<file path="config.mk">
export PLATFORM = sky130hd
export DESIGN_NAME = score_counter_flat
export DESIGN_NICKNAME = d
export VERILOG_FILES = /design/src/rtl/score_counter_pkg.sv /design/src/rtl/score_counter_if.sv /design/src/rtl/score_counter_bcd_digit.sv /design/src/rtl/score_counter.sv /design/src/flat_wrapper.sv
export SDC_FILE = /design/constraint.sdc
export NUM_CORES = 1
export LEC_CHECK = 0
export CAP_MARGIN = 20
export CORE_ASPECT_RATIO = 0.9
export CORE_UTILIZATION = 58
export CTS_CLUSTER_DIAMETER = 30
export CTS_CLUSTER_SIZE = 16
export DETAILED_ROUTE_END_ITERATION = 8
export GPL_TIMING_DRIVEN = 0
export PLACE_DENSITY_LB_ADDON = 0.12
export SLEW_MARGIN = 30
export SYNTH_ARGS = -nofsm -noshare
export SYNTH_HDL_FRONTEND = slang
export SYNTH_SLANG_ARGS = --single-unit
</file>
<file path="constraint.sdc">
create_clock -name clk -period 2.67 [get_ports clk]
set_input_delay 0.534 -clock clk [delete_from_list [all_inputs] [get_ports clk]]
set_output_delay 0.534 -clock clk [all_outputs]
set_load 0.05 [all_outputs]
</file>
<file path="src/rtl/score_counter_pkg.sv">
// Shared game-control definitions for the score counter: FSM states, BCD limits
// and the packed six-digit score type with its magnitude comparator.
package score_counter_pkg;

   typedef enum logic [1:0] {
      IDLE = 2'd0,
      RUN  = 2'd1,
      OVER = 2'd2
   } state_e;

   localparam logic [3:0]  BCD_MAX      = 4'd9;
   localparam int unsigned SCORE_DIGITS = 6;

   typedef logic [4*SCORE_DIGITS-1:0] score_t;

   // Most significant differing digit decides; equal scores are not greater.
   function automatic logic score_gt(input score_t a, input score_t b);
      logic gt;
      logic decided;
      int unsigned k;
      gt      = 1'b0;
      decided = 1'b0;
      for (int unsigned i = 0; i < SCORE_DIGITS; i++) begin
         k = SCORE_DIGITS - 1 - i;
         if (!decided && (a[4*k +: 4] != b[4*k +: 4])) begin
            gt      = a[4*k +: 4] > b[4*k +: 4];
            decided = 1'b1;
         end
      end
      return gt;
   endfunction

endpackage

</file>
<file path="src/rtl/score_counter_if.sv">
// Control inputs and display outputs of the score counter, grouped as one bus.
interface score_counter_if;

   logic       start;
   logic       collision;
   logic       score_tick;
   logic       show_high;
   logic [3:0] digit0;
   logic [3:0] digit1;
   logic [3:0] digit2;
   logic [3:0] digit3;
   logic [3:0] digit4;
   logic [3:0] digit5;
   logic       running;
   logic       new_high;

   modport master (
      output start, collision, score_tick, show_high,
      input  digit0, digit1, digit2, digit3, digit4, digit5, running, new_high
   );

   modport slave (
      input  start, collision, score_tick, show_high,
      output digit0, digit1, digit2, digit3, digit4, digit5, running, new_high
   );

endinterface

</file>
<file path="src/rtl/score_counter_bcd_digit.sv">
// One BCD score digit: synchronous clear, increment on carry-in, hold when the
// whole score is saturated, ripple carry-out when wrapping from 9.
module bcd_digit
   import score_counter_pkg::*;
(
   input  logic       clk,
   input  logic       reset,
   input  logic       clr_i,
   input  logic       carry_i,
   input  logic       sat_i,
   output logic [3:0] val_o,
   output logic       carry_o
);

   logic [3:0] val_q, val_d;

   always_comb begin
      val_d = val_q;
      if (clr_i) begin
         val_d = '0;
      end else if (carry_i && !sat_i) begin
         val_d = (val_q == BCD_MAX) ? '0 : val_q + 4'd1;
      end
   end

   always_ff @(posedge clk or posedge reset) begin
      if (reset) val_q <= '0;
      else       val_q <= val_d;
   end

   assign val_o   = val_q;
   assign carry_o = carry_i && (val_q == BCD_MAX);

endmodule

</file>
<file path="src/rtl/score_counter.sv">
// Game score counter: IDLE/RUN/OVER control, tick prescaler, six-digit BCD
// score with saturation, high-score capture and a display mux.
module score_counter
   import score_counter_pkg::*;
#(
   parameter int unsigned TICK_DIV = 6
) (
   input  logic            clk,
   input  logic            reset,
   score_counter_if.slave  bus
);

   localparam logic [7:0] PRESC_LAST = 8'(TICK_DIV - 1);

   state_e  state_q, state_d;
   logic [7:0] presc_q, presc_d;
   score_t  high_q, high_d;
   logic    new_high_q, new_high_d;

   score_t  score;
   score_t  shown;
   logic [SCORE_DIGITS:0] carry;
   logic    clr_score;
   logic    inc;

   always_comb begin
      state_d    = state_q;
      presc_d    = presc_q;
      high_d     = high_q;
      new_high_d = 1'b0;
      clr_score  = 1'b0;
      inc        = 1'b0;
      unique case (state_q)
         IDLE, OVER: begin
            if (bus.start) begin
               state_d   = RUN;
               presc_d   = '0;
               clr_score = 1'b1;
            end
         end
         RUN: begin
            if (bus.collision) begin
               state_d = OVER;
               if (score_gt(score, high_q)) begin
                  high_d     = score;
                  new_high_d = 1'b1;
               end
            end else if (bus.score_tick) begin
               if (presc_q == PRESC_LAST) begin
                  presc_d = '0;
                  inc     = 1'b1;
               end else begin
                  presc_d = presc_q + 8'd1;
               end
            end
         end
         default: state_d = IDLE;
      endcase
   end

   always_ff @(posedge clk or posedge reset) begin
      if (reset) begin
         state_q    <= IDLE;
         presc_q    <= '0;
         high_q     <= '0;
         new_high_q <= 1'b0;
      end else begin
         state_q    <= state_d;
         presc_q    <= presc_d;
         high_q     <= high_d;
         new_high_q <= new_high_d;
      end
   end

   // A carry out of the top digit means 999999 is already held: block all digits.
   assign carry[0] = inc;

   for (genvar i = 0; i < SCORE_DIGITS; i++) begin : g_dig
      bcd_digit u_dig (
         .clk     (clk),
         .reset   (reset),
         .clr_i   (clr_score),
         .carry_i (carry[i]),
         .sat_i   (carry[SCORE_DIGITS]),
         .val_o   (score[4*i +: 4]),
         .carry_o (carry[i+1])
      );
   end

   assign shown        = bus.show_high ? high_q : score;
   assign bus.digit0   = shown[3:0];
   assign bus.digit1   = shown[7:4];
   assign bus.digit2   = shown[11:8];
   assign bus.digit3   = shown[15:12];
   assign bus.digit4   = shown[19:16];
   assign bus.digit5   = shown[23:20];
   assign bus.running  = (state_q == RUN);
   assign bus.new_high = new_high_q;

endmodule

</file>
<file path="src/flat_wrapper.sv">
// flat-port wrapper written by rule: the top's interface ports become plain ports
module score_counter_flat import score_counter_pkg::*;
#(
   parameter int unsigned TICK_DIV = 6
)
  (clk, reset, bus_start, bus_collision, bus_score_tick, bus_show_high, bus_digit0, bus_digit1, bus_digit2, bus_digit3, bus_digit4, bus_digit5, bus_running, bus_new_high);
  score_counter_if bus_i ();
  input  logic clk;
  input  logic reset;
  input wire logic [$bits(bus_i.start)-1:0] bus_start;
  input wire logic [$bits(bus_i.collision)-1:0] bus_collision;
  input wire logic [$bits(bus_i.score_tick)-1:0] bus_score_tick;
  input wire logic [$bits(bus_i.show_high)-1:0] bus_show_high;
  output wire logic [$bits(bus_i.digit0)-1:0] bus_digit0;
  output wire logic [$bits(bus_i.digit1)-1:0] bus_digit1;
  output wire logic [$bits(bus_i.digit2)-1:0] bus_digit2;
  output wire logic [$bits(bus_i.digit3)-1:0] bus_digit3;
  output wire logic [$bits(bus_i.digit4)-1:0] bus_digit4;
  output wire logic [$bits(bus_i.digit5)-1:0] bus_digit5;
  output wire logic [$bits(bus_i.running)-1:0] bus_running;
  output wire logic [$bits(bus_i.new_high)-1:0] bus_new_high;
  assign bus_i.start = bus_start;
  assign bus_i.collision = bus_collision;
  assign bus_i.score_tick = bus_score_tick;
  assign bus_i.show_high = bus_show_high;
  assign bus_digit0 = bus_i.digit0;
  assign bus_digit1 = bus_i.digit1;
  assign bus_digit2 = bus_i.digit2;
  assign bus_digit3 = bus_i.digit3;
  assign bus_digit4 = bus_i.digit4;
  assign bus_digit5 = bus_i.digit5;
  assign bus_running = bus_i.running;
  assign bus_new_high = bus_i.new_high;
  score_counter #(.TICK_DIV(TICK_DIV)) u_core (.clk(clk), .reset(reset), .bus(bus_i));
endmodule
</file>
==> reports/qor.csv <==
metric,value,unit
IO Count,32,
CP arrival,2.02,ns
First DRT Iteration DRCs,165,
"slowest stage delay, CP",0.42,ns
Worst-path clk slew,0.07,ns
clock sink count,59,
row count,27,
Startpoint Class,input port,
DRC,0,
Starting Density,60.15,%
Die ar.,0.006701,mm^2
initial antenna violation count,0,
crit-path max FO,10,
"Async S/R FF share, synth",100.0,%
crit-path cells,"clkbuf_1, buf_2, mux2_2, dlygate4sd2_1",
layout cell share with drive strength beyond 1,18.37,%
Worst R2R Setup Slack,0.13,ns
# fillers,512,
slowest CP cell,dlygate4sd2_1,
Via-to-Cell Ratio,5.758,
VDD IR max,0.3602,mV
first-pass GRT wire length,14.12,mm
"Hold Violations, Final",0,
Worst R2R End,u_core.high_q[11],
synthesized flop and latch total,59,
Post-DP HPWL,5.907,mm
ant diodes,0,
insertion delay to the later sink of the worst-skew pair,0.35,ns
Die W,86.18,um
"Top FF cell, synth",dfrtp_1,
"antenna viol nets, final",0,
CTS tree,yes,
Multi-input gate area,0.002033,mm^2
Hold Crit Class,in -> async,
DIE HEIGHT,77.76,um
outcome,completed,
fmax,391.1,MHz
Syn Inst Count,392,
wire per inst,15.87,um
Final Skew,0.007225,ns
most frequent cells in the layout,"53 x dfrtp_1, 42 x nand2_1, 34 x o21ai_0, 34 x mux2_2, 32 x inv_1",
CORE AREA,0.006148,mm^2
Global Route Usage Sum,27.64,%
Worst setup EP type,primary output,
global routing met3 resource utilization,6.915,%
library cells used by synthesis,50,
final instance area,0.004338,mm^2
Vias,3040,
vias in the first global route,2973,
total grt overflow,0,
clock buffer count from CTS,9,
clock buffer depth,2,
CTS H-tree lvls,3,
Worst Reg2Reg Path Length in Cells,10,
fin crit share,95.76,%
Layout area overhead,17.29,%
Tmin final,2.557,ns
Syn Area/Cell,9.435,um^2
mapped cell area,0.003699,mm^2
Final Hold Slack,0.4514,ns
NumNets Final,468,
routing usage on met2,45.24,%
busiest layer in global routing,met2,
Setup CP Type,in -> out,
max-slew violations,0,
"Req. time, crit path",2.14,ns
routed wire length,8.377,mm
Reg-to-Reg Start,u_core.g_dig[4].u_dig.val_o[0],
"most common cell after layout, fill and taps aside",dfrtp_1,
Least-Margin Pin Slew,0.5633,ns
Storage cell area,0.001484,mm^2
max-cap violation count,0,
Syn Nets,424,
"EDFF count, synth",0,
Placed Area,0.004138,mm^2
gpl congestion,0.8952,
endpoints failing setup,0,
met1 Use GR,34.85,%
post-synthesis sequential area ratio,39.92,%
Power Density,536.0,mW/mm^2
drt first pass iters,4,
Power Total,2.325,mW
leak pwr,2.005,nW
worst rel slew slack,62.44,%
final core occ,70.55,%
CTS root buffer,clkbuf_8,
RSZ-0062 raised after global routing,no,
Port Buffer Count,30,
largest net degree at the start of global routing,47,
yosys warns,0,
==> Yosys cell counts, types with 2 or more instances <==
cell type / n / area (um^2)
o31ai_1: 2 / 15.01
nand4_1: 7 / 43.79
a31oi_1: 3 / 18.77
nor4bb_1: 4 / 40.04
nor3b_1: 2 / 15.01
and3_1: 5 / 31.28
o31a_1: 2 / 17.52
nor3_1: 5 / 25.02
buf_2: 2 / 10.01
nor2b_1: 12 / 75.07
buf_6: 2 / 22.52
clkbuf_1: 7 / 26.28
nand3_1: 13 / 65.06
a211oi_1: 3 / 22.52
a21oi_1: 11 / 55.05
xor2_1: 2 / 17.52
buf_1: 2 / 7.510
nand2_1: 42 / 157.7
mux2i_1: 8 / 80.08
nand2b_1: 4 / 25.02
dfrtp_1: 59 / 1476
and2_1: 2 / 12.51
and4_1: 2 / 17.52
inv_1: 34 / 127.6
nor2_1: 28 / 105.1
mux2_2: 34 / 382.9
o21ai_0: 34 / 170.2
a22o_1: 2 / 17.52
xnor2_1: 8 / 70.07
o211ai_1: 6 / 45.04
ha_1: 26 / 325.3
==> worst max-delay path by stage <==
stage / startpoint / endpoint / slack [ns] / depth (start not counted)
after global routing: bus_collision / u_core.g_dig[1].u_dig.val_o[3] / 0.01 / 9
after detailed placement: bus_show_high / bus_digit0[2] / -0.44 / 4
after global placement: reset / u_core.high_q[11] / -0.45 / 2
after CTS: u_core.g_dig[3].u_dig.val_o[0] / u_core.high_q[3] / 0.04 / 10
after floorplan: u_core.state_q[0] / u_core.high_q[3] / 0.11 / 8
final: bus_show_high / bus_digit0[2] / 0.11 / 4
==> report_power, final <==
part	leakage (nW)	total, mW	internal (mW)	switching, mW
Clock	0.0905	0.739	0.385	0.354
Combinational	1.10	0.607	0.219	0.388
Sequential	0.809	0.979	0.944	0.0344
==> timing repair <==
action | 4_1_cts | 5_1_grt
gates resized for setup | 25 | 13
hold buffers | 0 | 0
endpoints found under the setup margin | 42 | 31
buffers inserted | 3 | 1
endpoints found under the hold margin | 0 | 0
pin swaps | 1 | 0
==> metal layers <==
layer  vias to the layer above  share of wire (%)  wire (um)
met3                        23                3.6        305
met4                         0                2.2        182
li1                       1455                  -          -
met5                         -                  0          0
met2                        72                 49       4098
met1                      1490                 45       3790
==> sequential cells by signal, summed over array words and instances (netlist names) <==
name / flops
u_core.g_dig.u_dig.val_o: 24
u_core.high_q: 24
u_core.presc_q: 8
u_core.state_q: 2
u_core.bus.new_high: 1
==> worst max-delay path: cells and delay by family <==
kind                   cells  cell delay, ns
multiplexers               1            0.38
buffers and inverters      3            1.10
==> cell type report <==
type	count	share of cell area, %
multi-input combinational	285	46.87
clock buffer	14	3.750
timing repair buffer	35	7.672
inverter	34	3.000
sequential	59	34.21
tap	87	2.509
clock inverter	2	0.2307
buffer	12	1.759
==> kinds of logic (layout without fill, tap and decap cells) <==
| family | after synthesis | after routing | synth area share, % |
|---|---|---|---|
| DFF | 59 | 59 | 39.92 |
| buffers and inverters | 48 | 97 | 5.447 |
| xor gates and xnor gates | 10 | 10 | 2.368 |
| adders and majority gates | 26 | 26 | 8.796 |
| muxes | 42 | 42 | 12.52 |
| AOI/OAI and AO/OA | 71 | 71 | 11.60 |
| and+or+nand+nor | 136 | 136 | 19.35 |
==> through the flow <==
step,setup TNS [ns],setup WS [ns],instances
floorplan,0,0.1130,392
global placement,-38.61,-0.4498,509
detailed placement,-14.91,-0.4371,510
CTS,0,0.03782,527
global route,0,0.01340,528
finish,0,0.1133,528
Power figures use the tool's default switching activity.
==> variant 1, RTL diff (same flow settings) <==
`SCORE_DIGITS`: 6 -> 12.
--- a/src/rtl/score_counter_pkg.sv
+++ b/src/rtl/score_counter_pkg.sv
@@ -9,7 +9,7 @@
    } state_e;
 
    localparam logic [3:0]  BCD_MAX      = 4'd9;
-   localparam int unsigned SCORE_DIGITS = 6;
+   localparam int unsigned SCORE_DIGITS = 12;
 
    typedef logic [4*SCORE_DIGITS-1:0] score_t;
 
Function: no difference found for any inputs over 10 cycles, from zero or initial values and one cycle with reset high; that may be too few to reach the edited logic, so the function may still have changed.
==> variant 1 against the original RTL <==
- the run now ends with setup timing left
- register-to-register slack worse by 0.36 ns
- clock skew increased by 0.0034 ns
- sequential power up 84%
- global-route usage up 1.8 points
- highest routed layer unchanged
- critical path type is now flip-flop to flip-flop
- sequential cell count grew 48
- power grew to 2.6 times the old value
- cell area grew 95%
- synthesized area rose by 75%
- wire length up 110%
- worst setup slack lost 0.35 ns
- maximum frequency decreased by 12%
==> variant 1: results (changes against the original RTL) <==
comb pwr - 2.69 mW (was 0.607 mW)
worst skew pair latency - 0.36 ns
total power - 5.93 mW (was 2.33 mW)
Worst Reg-to-Reg Cells - 12 (was 10)
CP top delay family - simple AND/OR/NAND/NOR gates (was buffers and inverters)
Critical R2R Launch - u_core.high_q[17] (was u_core.g_dig[4].u_dig.val_o[0])
Max IR drop VDD - 0.524 mV (was 0.360 mV)
pre-CTS setup slack - -0.874 ns (was -0.437 ns)
Largest stage delay, worst path - 0.39 ns (was 0.42 ns)
sequential cell area fraction in the yosys report - 41.4% (was 39.9%)
vias in the first global route - 5328 (was 2973)
Vias/cell - 5.84 (was 5.76)
Hold EP - u_core.presc_q[7]
Clock Root Buffer - clkbuf_16 (was clkbuf_8)
hold_ws - 0.490 ns (was 0.451 ns)
Layout Cells excl Fill - 941 (was 528)
Pleak - 3.84 nW (was 2.00 nW)
largest cells by area after synthesis - dfrtp_1 (41%), ha_1 (9.7%), mux2_2 (8.2%), o21ai_0 (4.4%), inv_1 (4.1%) (was dfrtp_1 (40%), mux2_2 (10%), ha_1 (8.8%), o21ai_0 (4.6%), nand2_1 (4.3%))
Final Setup Violations - 55 (was 0)
routability cong. - 0.874 (was 0.895)
Slowest-stage cell, CP - dfrtp_1 (was dlygate4sd2_1)
DRT iter0 DRCs - 445 (was 165)
Worst Setup SP - u_core.high_q[17] (was bus_show_high)
Wirelength per Cell - 18.3 µm (was 15.9 µm)
Filler cells - 673 (was 512)
post-CTS setup buffer count - 40 (was 3)
failing checks - setup timing
largest net degree at the start of global routing - 30 (was 47)
class of the worst hold path - flip-flop to flip-flop (was primary input to async pin)
crit-path max FO - 5 (was 10)
smallest setup slack after layout - -0.235 ns (was 0.113 ns)
Setup TNS - -7.46 ns (was 0 ns)
Remaining DRCs - 0 (unchanged)
measured slew at the worst slew-check pin - 1.04 ns (was 0.563 ns)
Critical Path Sink Type - flip-flop (was primary output)
Switching Share - 35.2% (was 33.4%)
Syn Inst Count - 684 (was 392)
layout cells sized above 1 - 25.2% (was 18.4%)
gr usage total - 29.4% (was 27.6%)
status - finished, violations left (was complete, no violations)
Commonest cells post-synth - dfrtp_1 (107), inv_1 (71), o21ai_0 (57), nor2_1 (55), ha_1 (50) (was dfrtp_1 (59), nand2_1 (42), inv_1 (34), mux2_2 (34), o21ai_0 (34))
worst r2r dst - u_core.high_q[3] (was u_core.high_q[11])
syn nets - 740 (was 424)
DRT Pass-1 Iters - 7 (was 4)
Final #Nets - 840 (was 468)
Setup Skew - 0.0106 ns (was 0.00723 ns)
Clk. pwr - 1.45 mW (was 0.739 mW)
[variant 1: cell type report]
cell class	instances	area, µm²	area share [%]
inverters	71	270	3.20
clock buffers	10	229	2.71
multi-input cells	485	3880	45.9
clock inverters	6	90.1	1.07
well taps	152	190	2.25
plain buffers	20	156	1.85
repair buffers	90	940	11.1
flip-flops and latches	107	2700	31.9
[variant 1: cell families (layout without fill, tap and decap cells)]
kind of cell    Yosys count  count (layout)  synth area share (%)
simple gates            222             222                  18.5
flops                   107             107                  41.4
buf+inv                  92             197                  5.47
fa+ha+maj                50              50                  9.67
compound gates          129             129                  11.4
xor+xnor                 17              17                  2.30
mux                      67              67                  11.3
[variant 1: per-layer routing]
layer | vias up | track usage, % | wire (µm)
li1 | 2582 | - | -
met1 | 2735 | 37.8 | 7580
met2 | 151 | 50.5 | 8560
met3 | 30 | 6.64 | 819
met4 | 0 | 8.20 | 289
met5 | - | 0 | 0
==> variant 2, RTL diff (same settings) <==
Without the edit above. Re-encode `state_e` (3 states) as one-hot, 3 bits wide.
--- a/src/rtl/score_counter_pkg.sv
+++ b/src/rtl/score_counter_pkg.sv
@@ -2,10 +2,10 @@
 // and the packed six-digit score type with its magnitude comparator.
 package score_counter_pkg;
 
-   typedef enum logic [1:0] {
-      IDLE = 2'd0,
-      RUN  = 2'd1,
-      OVER = 2'd2
+   typedef enum logic [2:0] {
+      IDLE = 3'b001,
+      RUN  = 3'b010,
+      OVER = 3'b100
    } state_e;
 
    localparam logic [3:0]  BCD_MAX      = 4'd9;
Check against the original RTL: same outputs for any inputs over 10 cycles, from zero or initial values and one cycle with reset high; not proved beyond that.
==> variant 2 against the original RTL <==
- utilization rose by 1.2 points
- cell area rose by 4.4%
- power rose by 11%
- wire length rose by 5.6%
- sequential cell count rose by 1
- synthesized area rose by 5.4%
- critical endpoint is now bus_digit0[1]
- maximum frequency fell by 0.80%
- highest routed layer unchanged
- worst setup slack got worse by 0.021 ns
==> variant 2: results (changes against the original RTL) <==
status - complete, no violations (unchanged)
vias in the first global route - 3056 (was 2973)
gr usage total - 28.0% (was 27.6%)
sequential cell area fraction in the yosys report - 38.6% (was 39.9%)
Unique masters post-synth - 58 (was 50)
Final #Nets - 485 (was 468)
routability cong. - 0.844 (was 0.895)
H-Tree Depth - 3 (unchanged)
asr flop ratio synth - 100% (unchanged)
CP top delay family - buffers and inverters (unchanged)
DRT iter0 DRCs - 164 (was 165)
Ys Warns - 0 (unchanged)
placed cell area - 4330 µm² (was 4140 µm²)
Setup Skew - 0.00795 ns (was 0.00723 ns)
crit-path max FO - 9 (was 10)
largest net degree at the start of global routing - 37 (was 47)
worst r2r dst - u_core.high_q[4] (was u_core.high_q[11])
Worst Setup SP - u_core.g_dig[0].u_dig.val_o[1] (was bus_show_high)
# diodes - 0 (unchanged)
largest cells by area after synthesis - dfrtp_1 (38%), ha_1 (8.3%), mux2_2 (6.6%), o21ai_0 (5.1%), nand2_1 (4.0%) (was dfrtp_1 (40%), mux2_2 (10%), ha_1 (8.8%), o21ai_0 (4.6%), nand2_1 (4.3%))
number of buffers added on ports - 30 (unchanged)
pre-CTS setup slack - -0.563 ns (was -0.437 ns)
Worst Reg-to-Reg Cells - 9 (was 10)
DRT Pass-1 Iters - 5 (was 4)
adder-cell share of the synthesized area - 8.35% (was 8.80%)
Synth Area in Compound Gates - 14.1% (was 11.6%)
Vias/cell - 5.86 (was 5.76)
mux share of post-synthesis cell area - 11.7% (was 12.5%)
Max IR drop VDD - 0.427 mV (was 0.360 mV)
syn nets - 443 (was 424)
cell taking the most area after synthesis - dfrtp_1 (unchanged)
Routed WL - 8850 µm (was 8380 µm)
class of the worst hold path - flip-flop to flip-flop (was primary input to async pin)
Clock Path Buffers - 2 (unchanged)
worst skew pair latency - 0.35 ns (about the same)
HPWL Detailed - 6380 µm (was 5910 µm)
Clock Root Buffer - clkbuf_8 (unchanged)
Critical Path End - bus_digit0[1] (was bus_digit0[2])
Slew headroom - 58.7% (was 62.4%)
first-pass GRT wire length - 14600 µm (was 14100 µm)
crit share post-route - 96.5% (was 95.8%)
antenna violations before repair - 0 (unchanged)
xor/xnor cell area share of the yosys netlist - 2.02% (was 2.37%)
layout cells sized above 1 - 14.6% (was 18.4%)
Critical R2R Launch - u_core.g_dig[4].u_dig.val_o[0] (unchanged)
Filler cells - 525 (was 512)
CTS Buf Count - 9 (unchanged)
Largest stage delay, worst path - 0.81 ns (was 0.42 ns)
Commonest cells post-synth - dfrtp_1 (59), nand2_1 (42), o21ai_0 (40), inv_1 (35), nor2_1 (32) (was dfrtp_1 (59), nand2_1 (42), inv_1 (34), mux2_2 (34), o21ai_0 (34))
clk slew on worst S/H paths - 0.07 ns (about the same)
Slowest-stage cell, CP - clkdlybuf4s50_1 (was dlygate4sd2_1)
CP arrival - 2.04 ns (was 2.02 ns)
Pleak - 2.14 nW (was 2.00 nW)
R2R setup slack - 0.14 ns
[variant 2: changes by cell type in the layout (fill, tap and decap cells not counted), moves of 6 or more]
cell,before,now
mux2_2,34,23
nand3_1,13,7
o21ai_0,34,40
a21oi_1,11,18
[variant 2: area by class of cell]
class | instances | area (µm²) | area share, %
Buffer | 13 | 71.3 | 1.57
Inverter | 36 | 143 | 3.15
Multi-Input combinational cell | 301 | 2180 | 48.2
Sequential cell | 60 | 1500 | 33.2
Clock inverter | 4 | 47.5 | 1.05
Tap cell | 87 | 109 | 2.40
Timing Repair Buffer | 32 | 317 | 6.99
Clock buffer | 12 | 155 | 3.42
[variant 2: report_power, final]
part | switching, mW | internal (mW)
sequential | 0.0429 | 0.981
combinational | 0.478 | 0.235
clock | 0.369 | 0.479
total | 0.890 | 1.69
[variant 2: worst reg2reg max path, cell delays in order, from the launching register on]
cell and delay, ns:
dfrtp_2 0.47, inv_1 0.08, ha_1 0.29, nand4_1 0.15, a41o_1 0.26, nor4_2 0.30
a31oi_1 0.18, o21ai_4 0.12, buf_4 0.22, mux2_2 0.35
[variant 2: through the flow]
step / setup TNS (ns) / hold slack (ns) / cells
6_report: 0 / 0.486 / 545
5_1_grt: 0 / 0.493 / 545
3_3_place_gp: -40.16 / 0.479 / 528
4_1_cts: 0 / 0.484 / 545
3_5_place_dp: -10.34 / 0.469 / 529
2_1_floorplan: 0 / 0.450 / 411
[variant 2: cells by family after synthesis]
| group | count (synthesis) |
|---|---|
| fa+ha+maj | 26 |
| xor+xnor | 9 |
| simple gates | 140 |
| buf+inv | 50 |
| mux | 40 |
| compound gates | 86 |
| flops | 60 |
[variant 2: worst min-delay path by stage]
stage               cells past startpoint         startpoint           endpoint
finish                                  1  u_core.presc_q[7]  u_core.presc_q[7]
global route                            1  u_core.presc_q[7]  u_core.presc_q[7]
CTS                                     1  u_core.presc_q[7]  u_core.presc_q[7]
detailed placement                      1  u_core.presc_q[7]  u_core.presc_q[7]
global placement                        1  u_core.presc_q[7]  u_core.presc_q[7]
floorplan                               1  u_core.presc_q[7]  u_core.presc_q[7]
[variant 2: metal layers]
metal / vias to the layer above / share of wire [%] / global-route usage, %
met1: 1532 / 45 / 36.8
met5: - / 0 / 0
met4: 0 / 1.8 / 10.2
li1: 1543 / - / -
met3: 15 / 5.7 / 7.34
met2: 106 / 48 / 44.2
[variant 2: repair_timing]
| item | 4_1_cts | 5_1_grt |
|---|---|---|
| setup buffers | 1 | 0 |
| resized for setup | 20 | 3 |
| cloned | 0 | 0 |
| setup endpoints to repair | 46 | 3 |
| hold buffers | 0 | 0 |
| pin swaps | 1 | 0 |
